### config.mk
export PLATFORM = sky130hd
export DESIGN_NAME = divisor_multimodo
export DESIGN_NICKNAME = d
export VERILOG_FILES = /design/src/rtl/divisor_pkg.sv /design/src/rtl/divisor_paso.sv /design/src/rtl/divisor_multimodo.sv
export SDC_FILE = /design/constraint.sdc
export NUM_CORES = 1
export LEC_CHECK = 0
export ABC_AREA = 1
export CORE_MARGIN = 3
export CORE_UTILIZATION = 50
export DETAILED_ROUTE_END_ITERATION = 6
export PLACE_DENSITY = 0.71
export REMOVE_ABC_BUFFERS = 1
export SYNTH_ARGS = -nofsm -noshare
export SYNTH_HDL_FRONTEND = slang
export SYNTH_SLANG_ARGS = --single-unit
### constraint.sdc
create_clock -name CLK -period 3.9 [get_ports CLK]
set_clock_uncertainty 0.1 [all_clocks]
set_input_delay 0.78 -clock CLK [delete_from_list [all_inputs] [get_ports CLK]]
set_output_delay 0.78 -clock CLK [all_outputs]
set_load 0.02 [all_outputs]
### src/rtl/divisor_pkg.sv
// divisor_pkg: shared FSM states and two's-complement helpers for the divider
package divisor_pkg;
  typedef enum logic [2:0] {IDLE, LOAD, ITER, FIX, FIN} estado_t;
  function automatic logic [63:0] neg(input logic [63:0] x);
    return ~x + 64'd1;
  endfunction
  function automatic logic [63:0] abs_val(input logic [63:0] x, input int w);
    return x[w-1] ? neg(x) : x;
  endfunction
endpackage

### src/rtl/divisor_paso.sv
// divisor_paso: one combinational restoring-division step on {R,Q}
module divisor_paso #(
  parameter int W = 32
) (
  input  logic [W-1:0] r_i,
  input  logic [W-1:0] q_i,
  input  logic [W-1:0] d_i,
  output logic [W-1:0] r_o,
  output logic [W-1:0] q_o
);
  logic [W:0] sh, dif;
  assign sh  = {r_i, q_i[W-1]};
  assign dif = sh - {1'b0, d_i};
  assign r_o = dif[W] ? sh[W-1:0] : dif[W-1:0];
  assign q_o = {q_i[W-2:0], ~dif[W]};
endmodule

### src/rtl/divisor_multimodo.sv
// divisor_multimodo: iterative signed/unsigned restoring divider, one quotient bit per clock
module divisor_multimodo
  import divisor_pkg::*;
#(
  parameter int tamanyo = 32,
  parameter int CNT_W   = $clog2(tamanyo + 1)
) (
  input  logic               CLK,
  input  logic               RSTa,
  input  logic               Start,
  input  logic               Signo,
  input  logic [tamanyo-1:0] Num,
  input  logic [tamanyo-1:0] Den,
  output logic [tamanyo-1:0] Coc,
  output logic [tamanyo-1:0] Res,
  output logic               Done,
  output logic               Busy,
  output logic               DivCero,
  output logic               Desb
);
  localparam logic [tamanyo-1:0] MIN = {1'b1, {(tamanyo-1){1'b0}}};
  estado_t estado_q, estado_d;
  logic [tamanyo-1:0] r_q, r_d, q_q, q_d, d_q, d_d, coc_q, coc_d, res_q, res_d, r_paso, q_paso;
  logic [CNT_W-1:0] cnt_q, cnt_d;
  logic signo_q, signo_d, sq_q, sq_d, sr_q, sr_d, dz_q, dz_d, ov_q, ov_d;

  divisor_paso #(.W(tamanyo)) u_paso (
    .r_i(r_q), .q_i(q_q), .d_i(d_q), .r_o(r_paso), .q_o(q_paso)
  );

  // state and datapath registers; reset clears everything so every output reads 0
  always_ff @(posedge CLK) begin
    if (RSTa) begin
      estado_q <= IDLE;
      r_q <= '0; q_q <= '0; d_q <= '0; coc_q <= '0; res_q <= '0; cnt_q <= '0;
      signo_q <= 1'b0; sq_q <= 1'b0; sr_q <= 1'b0; dz_q <= 1'b0; ov_q <= 1'b0;
    end else begin
      estado_q <= estado_d;
      r_q <= r_d; q_q <= q_d; d_q <= d_d; coc_q <= coc_d; res_q <= res_d; cnt_q <= cnt_d;
      signo_q <= signo_d; sq_q <= sq_d; sr_q <= sr_d; dz_q <= dz_d; ov_q <= ov_d;
    end
  end

  // next state: q/d hold the raw operands until LOAD turns them into magnitudes;
  // flagged results are parked in q/r and flow through FIX unchanged to keep the 3-edge latency
  always_comb begin
    estado_d = estado_q;
    r_d = r_q; q_d = q_q; d_d = d_q; coc_d = coc_q; res_d = res_q; cnt_d = cnt_q;
    signo_d = signo_q; sq_d = sq_q; sr_d = sr_q; dz_d = dz_q; ov_d = ov_q;
    case (estado_q)
      IDLE: if (Start) begin
        estado_d = LOAD; q_d = Num; d_d = Den; signo_d = Signo; dz_d = 1'b0; ov_d = 1'b0;
      end
      LOAD: begin
        estado_d = FIX; r_d = '0; cnt_d = '0; sq_d = 1'b0; sr_d = 1'b0;
        if (d_q == '0) begin
          q_d = '1; r_d = q_q; dz_d = 1'b1;
        end else if (signo_q && q_q == MIN && d_q == '1) begin
          ov_d = 1'b1;
        end else begin
          estado_d = ITER;
          q_d = signo_q ? tamanyo'(abs_val(64'(q_q), tamanyo)) : q_q;
          d_d = signo_q ? tamanyo'(abs_val(64'(d_q), tamanyo)) : d_q;
          sq_d = signo_q & (q_q[tamanyo-1] ^ d_q[tamanyo-1]);
          sr_d = signo_q & q_q[tamanyo-1];
        end
      end
      ITER: begin
        r_d = r_paso; q_d = q_paso; cnt_d = cnt_q + CNT_W'(1);
        estado_d = (cnt_q == CNT_W'(tamanyo - 1)) ? FIX : ITER;
      end
      FIX: begin
        coc_d = sq_q ? tamanyo'(neg(64'(q_q))) : q_q;
        res_d = sr_q ? tamanyo'(neg(64'(r_q))) : r_q;
        estado_d = FIN;
      end
      FIN: estado_d = IDLE;
      default: estado_d = IDLE;
    endcase
  end

  assign Coc     = coc_q;
  assign Res     = res_q;
  assign Done    = estado_q == FIN;
  assign Busy    = estado_q == LOAD || estado_q == ITER || estado_q == FIX;
  assign DivCero = dz_q;
  assign Desb    = ov_q;
endmodule
==> summary.md, run 1 <==
| Metric | Value |
|---|---|
| Num CTS Buffers | `17` |
| CTS Hold Buffers Added | `0` |
| Fraction of layout cells with a size suffix above 1 | `5.73%` |
| Post-cts sizing count | `0` |
| Critical Path Most Common Cell | `nand2_1` |
| Cells after Synth | `2444` |
| Buf/Inv on CP | `2` |
| Max-capacitance violation count | `0` |
| Initial core utilization | `51.0%` |
| Worst r2r dst | `r_q[8]` |
| Clock sink count | `174` |
| Hold Crit Class | `register to register` |
| Number of library cell types mapped by synthesis | `56` |
| Min cycle time layout | `3.15 ns` |
| Synthesis-to-layout area growth | `14.5%` |
| Gpl congestion | `0.971` |
| Worst vdd ir | `331 uV` |
| Root Driver | `clkbuf_16` |
| Worst-path clk slew | `0.08 ns` |
| Synthesized flop and latch total | `174` |
| CP Cell Sequence | `inv_1 -> ha_1 -> fa_1 -> inv_1 -> nand2_1 -> nand2_1 -> nand3_1 -> nand2_1 -> nand2_1 -> nand2_1 -> nand2_2 -> nand2_2 -> nand2_2 -> nand2_2 -> nand2_1 -> nand3_1 -> a21oi_1` |
| Main synth FF type | `dfxtp_1` |
| Routed WL per cell | `17.1 um` |
| Total gr overflow | `0` |
| Seq/Total Area, Yosys | `24.4%` |
| Routed WL | `49700 um` |
| # rows | `61` |
| Clock buffer depth | `2` |
| Critical Path AT | `3.37 ns` |
| Hold Path Sink | `Coc[19]` |
| Cell Pwr Density | `694 mW/mm2` |
| Worst-margin pin slew | `0.800 ns` |
| Vias | `16.1k` |
| Area share of the largest cell type after synthesis | `24.4%` |
| I/O pin count | `136` |
| Worst R2R Start | `q_q[31]` |
| Most common cell in the netlist | `nand2_1` |
| Drt pass-1 iters | `6` |
| Synth cell count leaders | `nand2_1, inv_1, nor2_1, dfxtp_1, nand3_1` |
| Hold wc startpoint | `Coc[19]` |
| Global-route wire length before repair | `78700 um` |
| Vias in the first global route | `14.7k` |
| Post-DP HPWL | `37800 um` |
| Layout fillers | `2918` |
| Nets | `2623` |
| Crit start category | `register` |
| Status | `completed` |
| Yosys top cell by area | `dfxtp_1` |
| DRC | `0` |
| Crit share post-route | `80.6%` |
| FMAX | `318 MHz` |
| PortBufs | `135` |
| Register area | `0.00348 mm2` |
| Synth top area cells | `dfxtp_1, nand2_1, inv_1, nor2_1, nand3_1` |
| Leakage power | `7.87 nW` |
| Slowest stage cell on the critical path | `dfxtp_1` |
| Post-layout util | `58.4%` |
| Mean Syn Cell Area | `5.83 um2` |
| Detail Route Antenna Nets | `0` |
| Critical Path Sink Type | `register` |
| Slew Limit Fails | `0` |
| CTS tree | `yes` |
| Die area | `0.0306 mm2` |
| Hold path cells | `2` |
| RSZ-0062 raised after global routing | `no` |
| Async set-reset flop share out of synthesis | `0%` |
| DRT iter0 DRCs | `1696` |
| Synthesis Warnings | `0` |
| Number of post-CTS setup repair buffers | `0` |
| Total core area | `0.0279 mm2` |
| Drt via density | `5.54` |
| GRT Total Usage | `31.8%` |
| WP data required | `4.13 ns` |
| Die span in y | `175 um` |
| CP peak stage delay | `0.47 ns` |
| Mapped Area | `0.0143 mm2` |
| Reg2Reg Depth | `17` |
| Delay-heaviest family, CP | `simple AND/OR/NAND/NOR gates` |
| Crit Path Category | `register to register` |
| Final Hold Fails | `0` |
| Area of the multi-input gates | `0.00891 mm2` |
| # setup viols final | `0` |
| Later-pin clock latency in the skew report | `0.45 ns` |
| H-tree lvl count | `4` |
| Number of synthesized flops with an enable pin | `0` |
| R2R setup slack | `0.75 ns` |
| Antenna violations before repair | `0` |
| Chip width | `175 um` |
| Pin count of the biggest net entering global routing | `84` |
| Crit Path Max Fanout | `30` |
| Max-Slew Margin vs Limit | `46.3%` |
| Post-route setup TNS | `0 ns` |
[worst min-delay path, cell delays in order (launching register included)]
cell     delay, ns
dfxtp_1       0.32
nand2_1       0.06
a21oi_1       0.05
[cell type report]
class / count / share of cell area (%)
Multi-Input combinational cell: 1817 / 54.6
Sequential cell: 174 / 21.3
Timing Repair Buffer: 160 / 9.48
Inverter: 346 / 7.97
Tap cell: 378 / 2.90
Clock buffer: 18 / 2.63
Clock inverter: 14 / 1.06
Antenna cell: 1 / 0.0153
[worst max path at each step]
stage	from	to	cells past startpoint	slack [ns]
4_1_cts	q_q[31]	r_q[8]	17	0.80
2_1_floorplan	estado_q[2]	Res[16]	8	-1.30
5_1_grt	q_q[31]	r_q[2]	17	0.52
3_5_place_dp	q_q[31]	r_q[8]	17	0.85
3_3_place_gp	q_q[31]	r_q[31]	17	0.95
6_report	q_q[31]	r_q[8]	17	0.75
[report_power, final]
group / switching [W] / leakage [nW] / internal (W)
registers: 0.000502 / 1.42 / 0.00209
logic: 0.00483 / 6.15 / 0.00212
clock network: 0.000901 / 0.290 / 0.000869
[registers in the layout, indices dropped and copies added (netlist names)]
register / flops
Coc: 32
Res: 32
d_q: 32
q_q: 32
r_q: 32
cnt_q: 6
estado_q: 3
Desb: 1
DivCero: 1
signo_q: 1
sq_q: 1
sr_q: 1
[kinds of logic after synthesis]
kind of cell	Yosys count	synth area share [%]
simple gates	1362	42.1
fa+ha+maj	39	3.48
compound gates	372	14.1
flops	174	24.4
buf+inv	453	13.2
xor+xnor	44	2.70
[through the flow]
step / power [W] / cells / hold slack [ns] / setup WS [ns] / instance area [um2]
after floorplan: 0.00736 / 2337 / 0.334 / -1.30 / 13700
after global placement: 0.00939 / 2875 / 0.349 / 0.950 / 15700
after detailed placement: 0.00943 / 2875 / 0.354 / 0.855 / 15700
after CTS: 0.0112 / 2907 / 0.366 / 0.802 / 16300
after global routing: 0.0123 / 2907 / 0.383 / 0.517 / 16300
final: 0.0113 / 2908 / 0.368 / 0.755 / 16300
[placed cells by master, fill, tap and decap left out, types with 4 or more instances in the layout]
master / count
a31oi_1: 6
inv_6: 4
nand2_1: 727
a21oi_2: 9
inv_2: 20
nor2_2: 10
nand3_1: 162
nor2_4: 13
nand4_1: 75
nand3_2: 7
clkdlybuf4s50_1: 134
a21oi_1: 146
nor3_1: 38
a221oi_1: 5
xor2_1: 41
o21ai_0: 147
ha_1: 38
nor2_1: 277
o211ai_1: 11
inv_1: 322
nand4_4: 4
nand3b_1: 12
clkbuf_16: 17
buf_4: 24
dfxtp_1: 174
nor4_1: 7
o21ai_1: 28
nand3_4: 4
clkinv_8: 6
nand2_2: 9
[per-layer routing]
layer | global-route usage (%) | vias up | share of wire, %
met2 | 51.8 | 651 | 46
met4 | 10.4 | 0 | 3.0
met5 | 0 | - | 0
met1 | 43.9 | 7390 | 45
met3 | 3.82 | 90 | 6.5
li1 | - | 7973 | -
Power figures use the tool's default switching activity.
==> inputs of run 2 (changes only) <==
Settings changed: PLACE_DENSITY 0.71 to 0.74.
Clock period 3.9 ns to 2.55 ns, I/O delays scaled along.
==> summary.md, run 2 (synthesis results as in run 1) <==
| Metric | Value |
|---|---|
| Status | `completed` |
| Pin count of the biggest net entering global routing | `137` |
| Crit start category | `register` |
| Worst vdd ir | `561 uV` |
| Routed WL | `52500 um` |
| Hold Path Sink | `Coc[23]` |
| Global-route wire length before repair | `81900 um` |
| Commonest non-fill, non-tap cell in the layout | `nand2_1` |
| Nets | `2713` |
| Clock buffer depth | `2` |
| Hold Crit Class | `register to register` |
| Switch share | `53.4%` |
| Die span in y | `175 um` |
| Clock network fraction of total power | `14.4%` |
| Leakage power | `8.40 nW` |
| Synthesis-to-layout area growth | `22.4%` |
| Gpl congestion | `0.992` |
| DRC | `0` |
| Reg2Reg Depth | `18` |
| Worst r2r dst | `r_q[14]` |
| Chip width | `175 um` |
| Crit Path Category | `register to register` |
| GRT Total Usage | `33.1%` |
| Vias | `16.8k` |
| Worst-path clk slew | `0.08 ns` |
| Crit share post-route | `96.2%` |
| CTS Hold Buffers Added | `0` |
| Critical Path Sink Type | `register` |
| Hold path cells | `2` |
| Num CTS Buffers | `17` |
| Drt pass-1 iters | `6` |
| Total gr overflow | `0` |
| Root Driver | `clkbuf_16` |
| Fraction of layout cells with a size suffix above 1 | `11.1%` |
| Worst-margin pin slew | `0.667 ns` |
| FMAX | `407 MHz` |
| Worst R2R Start | `q_q[31]` |
| Crit Path Max Fanout | `10` |
| Sequential share of power | `19.7%` |
| Die area | `0.0306 mm2` |
| Total core area | `0.0279 mm2` |
| Worst slack, placed | `-0.131 ns` |
| Min setup slack post-route | `0.0957 ns` |
| R2R setup slack | `0.1 ns` |
| H-tree lvl count | `4` |
| Min cycle time layout | `2.45 ns` |
| Hold wc startpoint | `Coc[23]` |
| Critical Path AT | `2.68 ns` |
| Post-DP HPWL | `39300 um` |
| Clock sink count | `174` |
| Final Hold Fails | `0` |
| # setup viols final | `0` |
| Post-route setup TNS | `0 ns` |
| WP data required | `2.77 ns` |
| Later-pin clock latency in the skew report | `0.45 ns` |
| DRT iter0 DRCs | `1772` |
| Combinational Power Share | `65.9%` |
| Routed WL per cell | `17.5 um` |
| Vias in the first global route | `15.5k` |
| # rows | `61` |
| PortBufs | `135` |
| Cell Pwr Density | `1100 mW/mm2` |
| Slew Limit Fails | `0` |
| Max-Slew Margin vs Limit | `55.5%` |
| Switch Pwr | `0.0103 W` |
| Detail Route Antenna Nets | `0` |
| CTS tree | `yes` |
| Max-capacitance violation count | `0` |
| Initial core utilization | `51.0%` |
| Drt via density | `5.61` |
| I/O pin count | `136` |
| Most frequent cells in the layout | `nand2_1, inv_1, nor2_1` |
| WHS | `0.367 ns` |
| Antenna violations before repair | `0` |
| Pint | `0.00895 W` |
| ANT cells | `0` |
## run 2: changes by cell type in the layout (fill, tap and decap cells not counted), moves of 8 or more
cell,delta
dfxtp_2,+8
buf_4,+74
nand2_1,-9
ha_1,-15
nor2_1,-12
buf_12,+11
dfxtp_1,-8
ha_4,+8
nor2_2,+10
## run 2: critical path, cell delays in order, from the launching register on
cell       delay (ns)
dfxtp_2          0.34
inv_2            0.06
ha_4             0.18
fa_2             0.40
inv_2            0.08
nand2_1          0.05
nand2_1          0.06
nand3_1          0.07
nand2_1          0.08
nand2_1          0.06
nand2_2          0.10
nand2_4          0.08
nand2_4          0.08
nand2_4          0.08
nand2_8          0.14
clkbuf_16        0.18
nand2_1          0.06
nand3_1          0.08
a21oi_2          0.05
## run 2: area by class of cell
class,count,area (um2)
inverter,346,1300
multi-input combinational,1817,9170
clock buffer,17,425
fill,2800,10500
clock inverter,15,168
sequential,174,3490
timing repair buffer,250,2420
tap,378,473
## run 2: timing repair
item / in CTS / in global routing
pin swaps: 1 / 5
setup buffers: 0 / 2
cloned: 0 / 3
endpoints found under the setup margin: 33 / 75
gates resized for setup: 7 / 68
## run 2: worst max path at each step
| stage | start | to | slack, ns |
|---|---|---|---|
| 2_1_floorplan | estado_q[2] | Res[16] | -2.65 |
| 3_3_place_gp | d_q[0] | r_q[9] | -0.13 |
| 3_5_place_dp | d_q[0] | r_q[9] | -0.13 |
| 4_1_cts | r_q[0] | Res[28] | 0.01 |
| 5_1_grt | q_q[31] | r_q[14] | -0.004 |
| 6_report | q_q[31] | r_q[14] | 0.1 |
## run 2: power by group through the flow
stage          Combinational [W]  Clock [W]  Sequential, W
2_1_floorplan            0.00744          0        0.00382
3_3_place_gp              0.0115          0        0.00379
3_5_place_dp              0.0115          0        0.00381
4_1_cts                   0.0117    0.00276        0.00375
5_1_grt                   0.0139    0.00287        0.00385
6_report                  0.0127    0.00276        0.00379
## run 2: per-stage QoR
step                      std cells  utilization (%)  power [W]  area, um2
after global placement         2960             59.0     0.0153      16500
after floorplan                2337                -     0.0113      13700
after global routing           2997             62.5     0.0206      17500
after detailed placement       2960             59.0     0.0154      16500
after CTS                      2992             61.2     0.0182      17100
final                          2997             62.5     0.0192      17500
## run 2: per-layer routing
metal  GRT usage, %  wire length (um)  up-vias
met5              0                 0        -
met4           13.0              1960        0
met3           3.98              4150      124
met2           53.3             23700      824
met1           45.3             22700     7695
li1               -                 -     8163
